**src/rtl/gf_det3_seq_if.sv**
```systemverilog
// Handshake and data bundle for the sequential GF(2^8) 3x3 determinant engine.
//   master: drives the matrix (d1..d9, in_valid) and out_ready; sees results.
//   slave : the engine; drives in_ready, out_valid, det, singular, busy.
// d1..d9 are the matrix elements in row-major order (row 1 = d1 d2 d3).
interface gf_det3_seq_if #(
  parameter int W = 8
);
  logic         in_valid;
  logic         in_ready;
  logic [W-1:0] d1, d2, d3, d4, d5, d6, d7, d8, d9;
  logic         out_valid;
  logic         out_ready;
  logic [W-1:0] det;
  logic         singular;
  logic         busy;

  modport master (
    output in_valid, d1, d2, d3, d4, d5, d6, d7, d8, d9, out_ready,
    input  in_ready, out_valid, det, singular, busy
  );

  modport slave (
    input  in_valid, d1, d2, d3, d4, d5, d6, d7, d8, d9, out_ready,
    output in_ready, out_valid, det, singular, busy
  );
endinterface

```
**src/rtl/gf_det3_seq.sv**
```systemverilog
// gf_mul8: combinational GF(2^8) multiplier, polynomial x^8+x^4+x^3+x^2+1.
//   a, b : operands
//   p    : product
//
// gf_det3_seq: 3x3 determinant over GF(2^8) using one shared multiplier,
// nine multiply steps per matrix.
//   clk, rst_n : clock, asynchronous active-low reset
//   bus        : slave side of gf_det3_seq_if (matrix in, det/singular out,
//                valid/ready on both sides, busy while computing)
module gf_mul8 (
  input  logic [7:0] a,
  input  logic [7:0] b,
  output logic [7:0] p
);
  logic [7:0] a_sh;
  logic [7:0] acc;

  always_comb begin
    // NOTE: combinational temporaries use blocking '=' so each loop pass sees
    // the previous pass's value; clocked state always uses '<='.
    a_sh = a;
    acc  = 8'h00;
    for (int i = 0; i < 8; i++) begin
      if (b[i]) acc = acc ^ a_sh;
      // Multiply a_sh by x, folding the x^8 term back in as 0x1D.
      a_sh = {a_sh[6:0], 1'b0} ^ (a_sh[7] ? 8'h1D : 8'h00);
    end
    p = acc;
  end
endmodule

module gf_det3_seq #(
  parameter int W = 8
) (
  input  logic          clk,
  input  logic          rst_n,
  gf_det3_seq_if.slave  bus
);
  typedef enum logic [1:0] {
    IDLE = 2'd0,
    BUSY = 2'd1,
    DONE = 2'd2
  } state_t;

  state_t       state;
  logic [3:0]   step;
  logic [W-1:0] op [9];    // op[0] = d1 ... op[8] = d9
  logic [W-1:0] cof;       // running 2x2 minor
  logic [W-1:0] acc;       // running determinant
  logic [W-1:0] det_q;
  logic         singular_q;
  logic         out_valid_q;
  logic         in_ready_q;
  logic         busy_q;

  logic [W-1:0] mul_a;
  logic [W-1:0] mul_b;
  logic [W-1:0] prod;
  logic [W-1:0] acc_final;

  // Operand mux: two steps build a minor in cof, the third folds
  // (row-1 element * minor) into acc. Characteristic 2, so no signs.
  always_comb begin
    // NOTE: defaults first so every path assigns both outputs; otherwise a
    // latch is inferred for the unlisted step values.
    mul_a = '0;
    mul_b = '0;
    unique case (step)
      4'd0: begin mul_a = op[4]; mul_b = op[8]; end  // d5*d9
      4'd1: begin mul_a = op[5]; mul_b = op[7]; end  // d6*d8
      4'd2: begin mul_a = op[0]; mul_b = cof;   end  // d1*cof
      4'd3: begin mul_a = op[3]; mul_b = op[8]; end  // d4*d9
      4'd4: begin mul_a = op[5]; mul_b = op[6]; end  // d6*d7
      4'd5: begin mul_a = op[1]; mul_b = cof;   end  // d2*cof
      4'd6: begin mul_a = op[3]; mul_b = op[7]; end  // d4*d8
      4'd7: begin mul_a = op[4]; mul_b = op[6]; end  // d5*d7
      4'd8: begin mul_a = op[2]; mul_b = cof;   end  // d3*cof
      default: ;
    endcase
  end

  gf_mul8 u_mul (
    .a (mul_a),
    .b (mul_b),
    .p (prod)
  );

  assign acc_final = acc ^ prod;

  always_ff @(posedge clk or negedge rst_n) begin
    if (!rst_n) begin
      state       <= IDLE;
      step        <= 4'd0;
      // NOTE: the operand bank is small and must come up at 0x00, so it sits
      // in the async reset like every other register here.
      for (int i = 0; i < 9; i++) op[i] <= '0;
      cof         <= '0;
      acc         <= '0;
      det_q       <= '0;
      singular_q  <= 1'b0;
      out_valid_q <= 1'b0;
      in_ready_q  <= 1'b1;
      busy_q      <= 1'b0;
    end else begin
      unique case (state)
        IDLE: begin
          if (bus.in_valid) begin
            op[0]      <= bus.d1;
            op[1]      <= bus.d2;
            op[2]      <= bus.d3;
            op[3]      <= bus.d4;
            op[4]      <= bus.d5;
            op[5]      <= bus.d6;
            op[6]      <= bus.d7;
            op[7]      <= bus.d8;
            op[8]      <= bus.d9;
            cof        <= '0;
            acc        <= '0;
            step       <= 4'd0;
            state      <= BUSY;
            in_ready_q <= 1'b0;
            busy_q     <= 1'b1;
          end
        end

        BUSY: begin
          step <= step + 4'd1;
          unique case (step)
            4'd0, 4'd3, 4'd6: cof <= prod;
            4'd1, 4'd4, 4'd7: cof <= cof ^ prod;
            4'd2, 4'd5:       acc <= acc_final;
            4'd8: begin
              acc         <= acc_final;
              det_q       <= acc_final;
              singular_q  <= (acc_final == '0);
              out_valid_q <= 1'b1;
              busy_q      <= 1'b0;
              state       <= DONE;
            end
            default: begin
              // Unreachable step values recover to IDLE without a result.
              step       <= 4'd0;
              busy_q     <= 1'b0;
              in_ready_q <= 1'b1;
              state      <= IDLE;
            end
          endcase
        end

        DONE: begin
          if (bus.out_ready) begin
            out_valid_q <= 1'b0;
            in_ready_q  <= 1'b1;
            step        <= 4'd0;
            state       <= IDLE;
          end
        end

        default: begin
          out_valid_q <= 1'b0;
          busy_q      <= 1'b0;
          in_ready_q  <= 1'b1;
          step        <= 4'd0;
          state       <= IDLE;
        end
      endcase
    end
  end

  assign bus.in_ready  = in_ready_q;
  assign bus.out_valid = out_valid_q;
  assign bus.det       = det_q;
  assign bus.singular  = singular_q;
  assign bus.busy      = busy_q;
endmodule

```
**src/flat_wrapper.sv**
```systemverilog
// flat-port wrapper written by rule: the top's interface ports become plain ports
module gf_det3_seq_flat 
#(
  parameter int W = 8
)
  (clk, rst_n, bus_in_valid, bus_d1, bus_d2, bus_d3, bus_d4, bus_d5, bus_d6, bus_d7, bus_d8, bus_d9, bus_out_ready, bus_in_ready, bus_out_valid, bus_det, bus_singular, bus_busy);
  gf_det3_seq_if #(.W(W)) bus_i ();
  input  logic clk;
  input  logic rst_n;
  input wire logic [$bits(bus_i.in_valid)-1:0] bus_in_valid;
  input wire logic [$bits(bus_i.d1)-1:0] bus_d1;
  input wire logic [$bits(bus_i.d2)-1:0] bus_d2;
  input wire logic [$bits(bus_i.d3)-1:0] bus_d3;
  input wire logic [$bits(bus_i.d4)-1:0] bus_d4;
  input wire logic [$bits(bus_i.d5)-1:0] bus_d5;
  input wire logic [$bits(bus_i.d6)-1:0] bus_d6;
  input wire logic [$bits(bus_i.d7)-1:0] bus_d7;
  input wire logic [$bits(bus_i.d8)-1:0] bus_d8;
  input wire logic [$bits(bus_i.d9)-1:0] bus_d9;
  input wire logic [$bits(bus_i.out_ready)-1:0] bus_out_ready;
  output wire logic [$bits(bus_i.in_ready)-1:0] bus_in_ready;
  output wire logic [$bits(bus_i.out_valid)-1:0] bus_out_valid;
  output wire logic [$bits(bus_i.det)-1:0] bus_det;
  output wire logic [$bits(bus_i.singular)-1:0] bus_singular;
  output wire logic [$bits(bus_i.busy)-1:0] bus_busy;
  assign bus_i.in_valid = bus_in_valid;
  assign bus_i.d1 = bus_d1;
  assign bus_i.d2 = bus_d2;
  assign bus_i.d3 = bus_d3;
  assign bus_i.d4 = bus_d4;
  assign bus_i.d5 = bus_d5;
  assign bus_i.d6 = bus_d6;
  assign bus_i.d7 = bus_d7;
  assign bus_i.d8 = bus_d8;
  assign bus_i.d9 = bus_d9;
  assign bus_i.out_ready = bus_out_ready;
  assign bus_in_ready = bus_i.in_ready;
  assign bus_out_valid = bus_i.out_valid;
  assign bus_det = bus_i.det;
  assign bus_singular = bus_i.singular;
  assign bus_busy = bus_i.busy;
  gf_det3_seq #(.W(W)) u_core (.clk(clk), .rst_n(rst_n), .bus(bus_i));
endmodule
```
**config.mk**
```make
export PLATFORM = sky130hd
export DESIGN_NAME = gf_det3_seq_flat
export DESIGN_NICKNAME = d
export VERILOG_FILES = /design/src/rtl/gf_det3_seq_if.sv /design/src/rtl/gf_det3_seq.sv /design/src/flat_wrapper.sv
export SDC_FILE = /design/constraint.sdc
export NUM_CORES = 1
export LEC_CHECK = 0
export ABC_CLOCK_PERIOD_IN_PS = 5500
export CAP_MARGIN = 20
export CORE_ASPECT_RATIO = 1.5
export CORE_UTILIZATION = 45
export DETAILED_ROUTE_END_ITERATION = 7
export MAX_ROUTING_LAYER = met4
export PLACE_DENSITY = 0.67
export SLEW_MARGIN = 20
export SYNTH_ARGS = -nofsm -noshare
export SYNTH_HDL_FRONTEND = slang
export SYNTH_SLANG_ARGS = --single-unit
```
**constraint.sdc**
```tcl
create_clock -name clk -period 5.5 [get_ports clk]
set_input_delay 1.1 -clock clk [delete_from_list [all_inputs] [get_ports clk]]
set_output_delay 1.1 -clock clk [all_outputs]
set_load 0.1 [all_outputs]
```
# [Word-level counts from Yosys, hierarchy flattened]
# Index checks and enable logic that the tools add are counted.
[totals] reg_bits=106 output_inout_bits=12 wordCells=118
[classes] addsub=1 eq_ne=17 muxes=40 bitwise=18 reduce_logical=24
[ops] op="2-to-1 mux 8 bit" count=10
[ops] op="XOR 8 bit" count=9
[ops] op="XOR 8 x 5 -> 8 bit" count=7
[ops] op="one-hot mux 8 bit (2 select lines)" count=3
[ops] op="one-hot mux 8 bit (6 select lines)" count=1
[ops] op="2-to-1 mux 5 bit" count=7
[ops] op="one-hot mux 8 bit (4 select lines)" count=1
[ops] op="AND reduction 3 bit" count=6
[ops] op="== test 4 x 3 -> 1 bit (second input constant)" count=4
[ops] op="2-to-1 mux 4 bit" count=3
[ops] op="inequality test 2 bit (second input constant)" count=6
[ops] op="one-hot mux 4 bit (3 select lines)" count=1
[ops] op="OR reduction 2 bit" count=6
[ops] op="one-hot mux 1 bit (3 select lines)" count=3
[ops] op="OR reduction 3 bit" count=3
[ops] op="OR reduction 9 bit" count=1
[ops] op="== test 4 x 2 -> 1 bit (second input constant)" count=2
[ops] op="zero test 8 bit" count=1
[ops] op="OR reduction 8 bit" count=1
[ops] op="2-to-1 mux 1 bit" count=7
[ops] op="one-hot mux 2 bit (3 select lines)" count=1
[ops] op="AND reduction 2 bit" count=3
[ops] op="adder 4 x 1 -> 4 bit (second input constant)" count=1
[ops] op="== test 4 x 1 -> 1 bit (second input constant)" count=1
[ops] op="other kinds (10)" count=12

# [Longest topological paths before layout]
[logic_depth] depth_word=22 ltp_mapped=17 mapped_depth_nobuf=13

# [Hierarchy]
# From an unflattened synthesis, not the netlist that was laid out.
[unflattened] hier_cells=720 hier_area_um2=6231.0
[by_module_without_submodules] module="gf_det3_seq" instances=1 cells_per_inst=555 area_each_um2=5056.1
[by_module_without_submodules] module="gf_mul8" instances=1 cells_per_inst=165 area_each_um2=1174.9

# [Least setup slack after synthesis]
# Ideal clock, no wire load.
[synth_path] path_type="flip-flop to flip-flop" from="reg u_core.step[0]" to="reg u_core.acc[3]" t_arrival_ps=3814 setup_slack_ps=1567 path_stages_with_launch=14 path_buffers=0 synth_period_minus_slack_ps=3933 path_cell_list="dfrtp_1 inv_1 ha_1 a22o_1 a32o_2 a2111oi_4 xnor3_2 xor3_1 nor2_1 or3_1 and3_1 o21ai_1 a21oi_1 o21ba_2"
[synth_via] elab_chain_len=22 elab_cells_between_ends=52 cone_classes="9 x eq/ne; 19 x mux; 15 x bitwise; 9 x reduce/logical"
[synth_rtl] element="start: declaration" line="gf_det3_seq.sv:46" source="logic [3:0] step;"
[synth_rtl] element="start signal: assignment" line="gf_det3_seq.sv:127" source="step <= step + 4'd1;"
[synth_rtl] element="== test 4 x 3 -> 1 bit, or another cell as far along" line="gf_det3_seq.sv:68" source="unique case (step)"
[synth_rtl] element="OR reduction 2 bit (no source line)"
[synth_rtl] element="one-hot mux 8 bit (6 select lines)" line="gf_det3_seq.sv:68"
[synth_rtl] element="2-to-1 mux 5 bit" line="gf_det3_seq.sv:26" source="a_sh = {a_sh[6:0], 1'b0} ^ (a_sh[7] ? 8'h1D : 8'h00);"
[synth_rtl] element="XOR 8 x 5 -> 8 bit" line="gf_det3_seq.sv:26"
[synth_rtl] element="XOR 8 bit" line="gf_det3_seq.sv:24" source="if (b[i]) acc = acc ^ a_sh;"
[synth_rtl] element="2-to-1 mux 8 bit" line="gf_det3_seq.sv:24"
[synth_rtl] element="XOR 8 bit" line="gf_det3_seq.sv:24"
[synth_rtl] element="(+6 left out)"
[synth_rtl] element="2-to-1 mux 8 bit" line="gf_det3_seq.sv:24"
[synth_rtl] element="XOR 8 bit" line="gf_det3_seq.sv:24"
[synth_rtl] element="2-to-1 mux 8 bit" line="gf_det3_seq.sv:24"
[synth_rtl] element="XOR 8 bit" line="gf_det3_seq.sv:24"
[synth_rtl] element="2-to-1 mux 8 bit" line="gf_det3_seq.sv:24"
[synth_rtl] element="XOR 8 bit" line="gf_det3_seq.sv:88" source="assign acc_final = acc ^ prod;"
[synth_rtl] element="2-to-1 mux 8 bit" line="gf_det3_seq.sv:128" source="unique case (step)"
[synth_rtl] element="one-hot mux 8 bit (2 select lines)" line="gf_det3_seq.sv:105" source="unique case (state)"
[synth_rtl] element="end signal: assignment" line="gf_det3_seq.sv:131" source="4'd2, 4'd5: acc <= acc_final;"
[synth_rtl] element="end signal: assignment" line="gf_det3_seq.sv:133" source="acc <= acc_final;"
[synth_rtl] element="end: declaration" line="gf_det3_seq.sv:49" source="logic [W-1:0] acc;"
# Several ways; a longest one is shown, not always the timed one. The select of a mux whose other input is x is not followed.
# A chain may end at the register's enable or synchronous reset.

# [Worst setup path after layout]
[layout_path] from="reg u_core.step[2]" to="reg u_core.singular_q (netlist: u_core.bus.singular)"
[layout_via] elab_chain_len=21 elab_cells_between_ends=50 cone_classes="8 x eq/ne; 17 x mux; 15 x bitwise; 10 x reduce/logical"
[layout_rtl] element="== test 4 x 3 -> 1 bit, or another cell as far along" line="gf_det3_seq.sv:68"
[layout_rtl] element="OR reduction 2 bit (no source line)"
[layout_rtl] element="one-hot mux 8 bit (6 select lines)" line="gf_det3_seq.sv:68"
[layout_rtl] element="2-to-1 mux 5 bit" line="gf_det3_seq.sv:26"
[layout_rtl] element="XOR 8 x 5 -> 8 bit" line="gf_det3_seq.sv:26"
[layout_rtl] element="XOR 8 bit" line="gf_det3_seq.sv:24"
[layout_rtl] element="2-to-1 mux 8 bit" line="gf_det3_seq.sv:24"
[layout_rtl] element="XOR 8 bit" line="gf_det3_seq.sv:24"
[layout_rtl] element="(+5 left out)"
[layout_rtl] element="XOR 8 bit" line="gf_det3_seq.sv:24"
[layout_rtl] element="2-to-1 mux 8 bit" line="gf_det3_seq.sv:24"
[layout_rtl] element="XOR 8 bit" line="gf_det3_seq.sv:24"
[layout_rtl] element="2-to-1 mux 8 bit" line="gf_det3_seq.sv:24"
[layout_rtl] element="XOR 8 bit" line="gf_det3_seq.sv:24"
[layout_rtl] element="2-to-1 mux 8 bit" line="gf_det3_seq.sv:24"
[layout_rtl] element="XOR 8 bit" line="gf_det3_seq.sv:88"
[layout_rtl] element="zero test 8 bit" line="gf_det3_seq.sv:135" source="singular_q <= (acc_final == '0);"
[layout_rtl] element="end signal: assignment" line="gf_det3_seq.sv:135"
[layout_rtl] element="end: declaration" line="gf_det3_seq.sv:51" source="logic singular_q;"
# Several ways; a longest one is shown, not always the timed one.

==> results.json <==
{
  "status": "completed",
  "fin_nets": 801,
  "std_cell_rows": 54,
  "period_minus_slack_ns": 4.56,
  "cp.required_ns": 5.75,
  "yosys.area.top_type_share_pct": 38.9,
  "drt_iter0_markers": 311,
  "syn_to_final_growth_pct": 20.9,
  "wl_per_cell_microns": 20.3,
  "hold_path.class": "reg -> reg",
  "synth-main-ff-cell": "dfrtp_1",
  "tns_ns": 0,
  "setup_viol": 0,
  "synth_area_sq_mm": 0.00675,
  "arrival_ns": 4.81,
  "synth_edf_count": 0,
  "hpwl_microns": 13900,
  "final_cell_mix": "105 x dfrtp_1, 86 x mux2_2, 86 x clkdlybuf4s50_1",
  "critical_path.endpoint": "u_core.bus.singular",
  "clock_latency_ns": 0.35,
  "ios": 88,
  "n_fill_cell": 1315,
  "synth_cells": 637,
  "num_vias": 5219,
  "drt-pass1-iter-count": 8,
  "viasPerCell": 5.66,
  "place_area_sq_mm": 0.00787,
  "clk_path_buf_depth": 2,
  "cts_tree": "built",
  "r2r-start": "u_core.step[2]",
  "start_util_pct": 46.3,
  "max_freq_ghz": 0.219,
  "antenna_found_initial": 0,
  "die_x_microns": 102,
  "final_common_cell": "dfrtp_1",
  "cap_violations": 0,
  "drc": 0,
  "yosysWarningCount": 0,
  "yosys-top-cells-area": "dfrtp_1 39%, mux2_2 14%, xnor2_1 6.0%",
  "finalClockSkew_ns": 0.0130,
  "post-place-ws_ns": 0.991,
  "clock-sinks": 106,
  "hold_violations": 0,
  "synth_nets": 717,
  "core_sq_mm": 0.0146,
  "start_kind": "flip-flop",
  "rsz0062_at_grt": "false",
  "track_usage_pct": 25.7,
  "post-route-util_pct": 55.9,
  "grt-ovfl-total": 0,
  "final_antenna_net_count": 0,
  "synth-seq-area-share_pct": 39.3,
  "ys_seq_elements": 106,
  "ctsResizeCount": 0,
  "diodes": 0,
  "wl_microns": 18700,
  "synth_cell_types": 67,
  "yosysTopAreaCell": "dfrtp_1",
  "r2r_end": "u_core.bus.singular",
  "dieArea_sq_mm": 0.0155,
  "clk_pin_slew_ns": 0.08,
  "cts-root-buf": "clkbuf_16",
  "r2r_setup_slack_ns": 0.94,
  "cts_buffers": 9,
  "r2r_cells": 15,
  "gp_congestion": 0.886,
  "setup_slack_ns": 0.942,
  "syn_area_per_cell_sq_um": 10.6,
  "slew_viol_final": 0,
  "fp.dieH_microns": 152,
  "grt_pass1_vias": 5349,
  "cts_setup_buffers": 0,
  "design_area_sq_mm": 0.00816,
  "post-route-period-util_pct": 82.9,
  "cts_htree_levels": 3,
  "critical_path.max_fanout": 23,
  "async_flop_share_pct": 100,
  "grt_start_max_net_pins": 74,
  "grt_pass1_wl_microns": 29400,
  "endpoint_kind": "flip-flop",
  "relSlewSlack_pct": 31.0,
  "crit_start": "u_core.step[2]",
  "hold_buffers": 0,
  "io_buffers": 87,
  "worstMarginPinSlew_ns": 1.03,
  "drive_gt1_share_pct": 20.0,
  "critPathKind": "reg -> reg"
}
## worst min path at each step
| stage | from | endpoint | slack [ns] | cells after the start |
|---|---|---|---|---|
| floorplan | u_core.acc[7] | u_core.acc[7] | 0.46 | 1 |
| global placement | u_core.bus.det[1] | u_core.bus.det[1] | 0.47 | 2 |
| detailed placement | u_core.bus.det[5] | u_core.bus.det[5] | 0.48 | 2 |
| CTS | u_core.bus.det[5] | u_core.bus.det[5] | 0.50 | 2 |
| global route | u_core.op[18] | u_core.op[18] | 0.52 | 1 |
| finish | u_core.bus.det[1] | u_core.bus.det[1] | 0.50 | 2 |
## flip-flops by register name (all words and copies together), names as in the netlist
name                  flops
u_core.bus.in_ready       1
u_core.bus.singular       1
u_core.state              2
u_core.bus.out_valid      1
u_core.cof                8
u_core.acc                8
u_core.op                72
u_core.bus.det            8
u_core.bus.busy           1
u_core.step               4
## routing by layer
metal	vias to the layer above	GRT usage, %	routed length, microns
met4	0	10.3	655
li1	2455	-	-
met2	132	44.4	9900
met5	-	-	0
met1	2602	29.7	7600
met3	30	3.08	523
## final cells by class
type | count | area, sq um | share of cell area, %
multi-input combinational | 483 | 3890 | 47.7
sequential | 106 | 2650 | 32.5
timing repair buffer | 110 | 1040 | 12.8
tap | 196 | 245 | 3.00
clock buffer | 12 | 236 | 2.90
clock inverter | 4 | 53.8 | 0.659
inverter | 11 | 41.3 | 0.506
## worst max-delay path, cell delays in order (launching register included)
cell	delay (ns)
dfrtp_1	0.83
buf_4	0.38
or2b_1	0.26
mux2i_1	0.11
buf_4	0.20
a222oi_1	0.63
buf_4	0.30
nor2_1	0.06
xnor3_1	0.39
xnor2_1	0.22
xnor2_1	0.16
xor2_1	0.15
buf_4	0.18
xor2_1	0.24
nand4_1	0.15
o41ai_2	0.20
## logic make-up after synthesis
logic type | synth area share (%)
multiplexers | 16.8
AO/OA/AOI/OAI | 15.8
adder cells (fa/ha/maj) | 0.741
XOR/XNOR | 11.8
buffers and inverters | 3.21
flip-flops | 39.3
AND/OR/NAND/NOR | 12.4
## cell usage after synthesis (5+ instances only)
cell type and count:
dfrtp_1 105, mux2_2 86, nor2_1 55, xnor2_1 46
nand2_1 40, o21ai_0 38, a21oi_1 27, clkbuf_1 22
xor2_1 15, nand3_1 13, mux2i_1 12, inv_1 11
nor3b_1 11, a22o_1 10, nand3b_1 10, nor2b_1 10
buf_2 8, a222oi_1 7, nand2b_1 7, xnor3_1 7
a2111oi_4 6, nor3_1 5, o22ai_1 5, or3_1 5
## metrics by stage
step                hold slack (ns)  std cells
floorplan                     0.458        637
global placement              0.470        906
detailed placement            0.483        906
CTS                           0.500        922
global route                  0.519        922
finish                        0.495        922
Power is not shown: default switching activity piles up to over one toggle a cycle in this logic, so the estimate is an artifact.
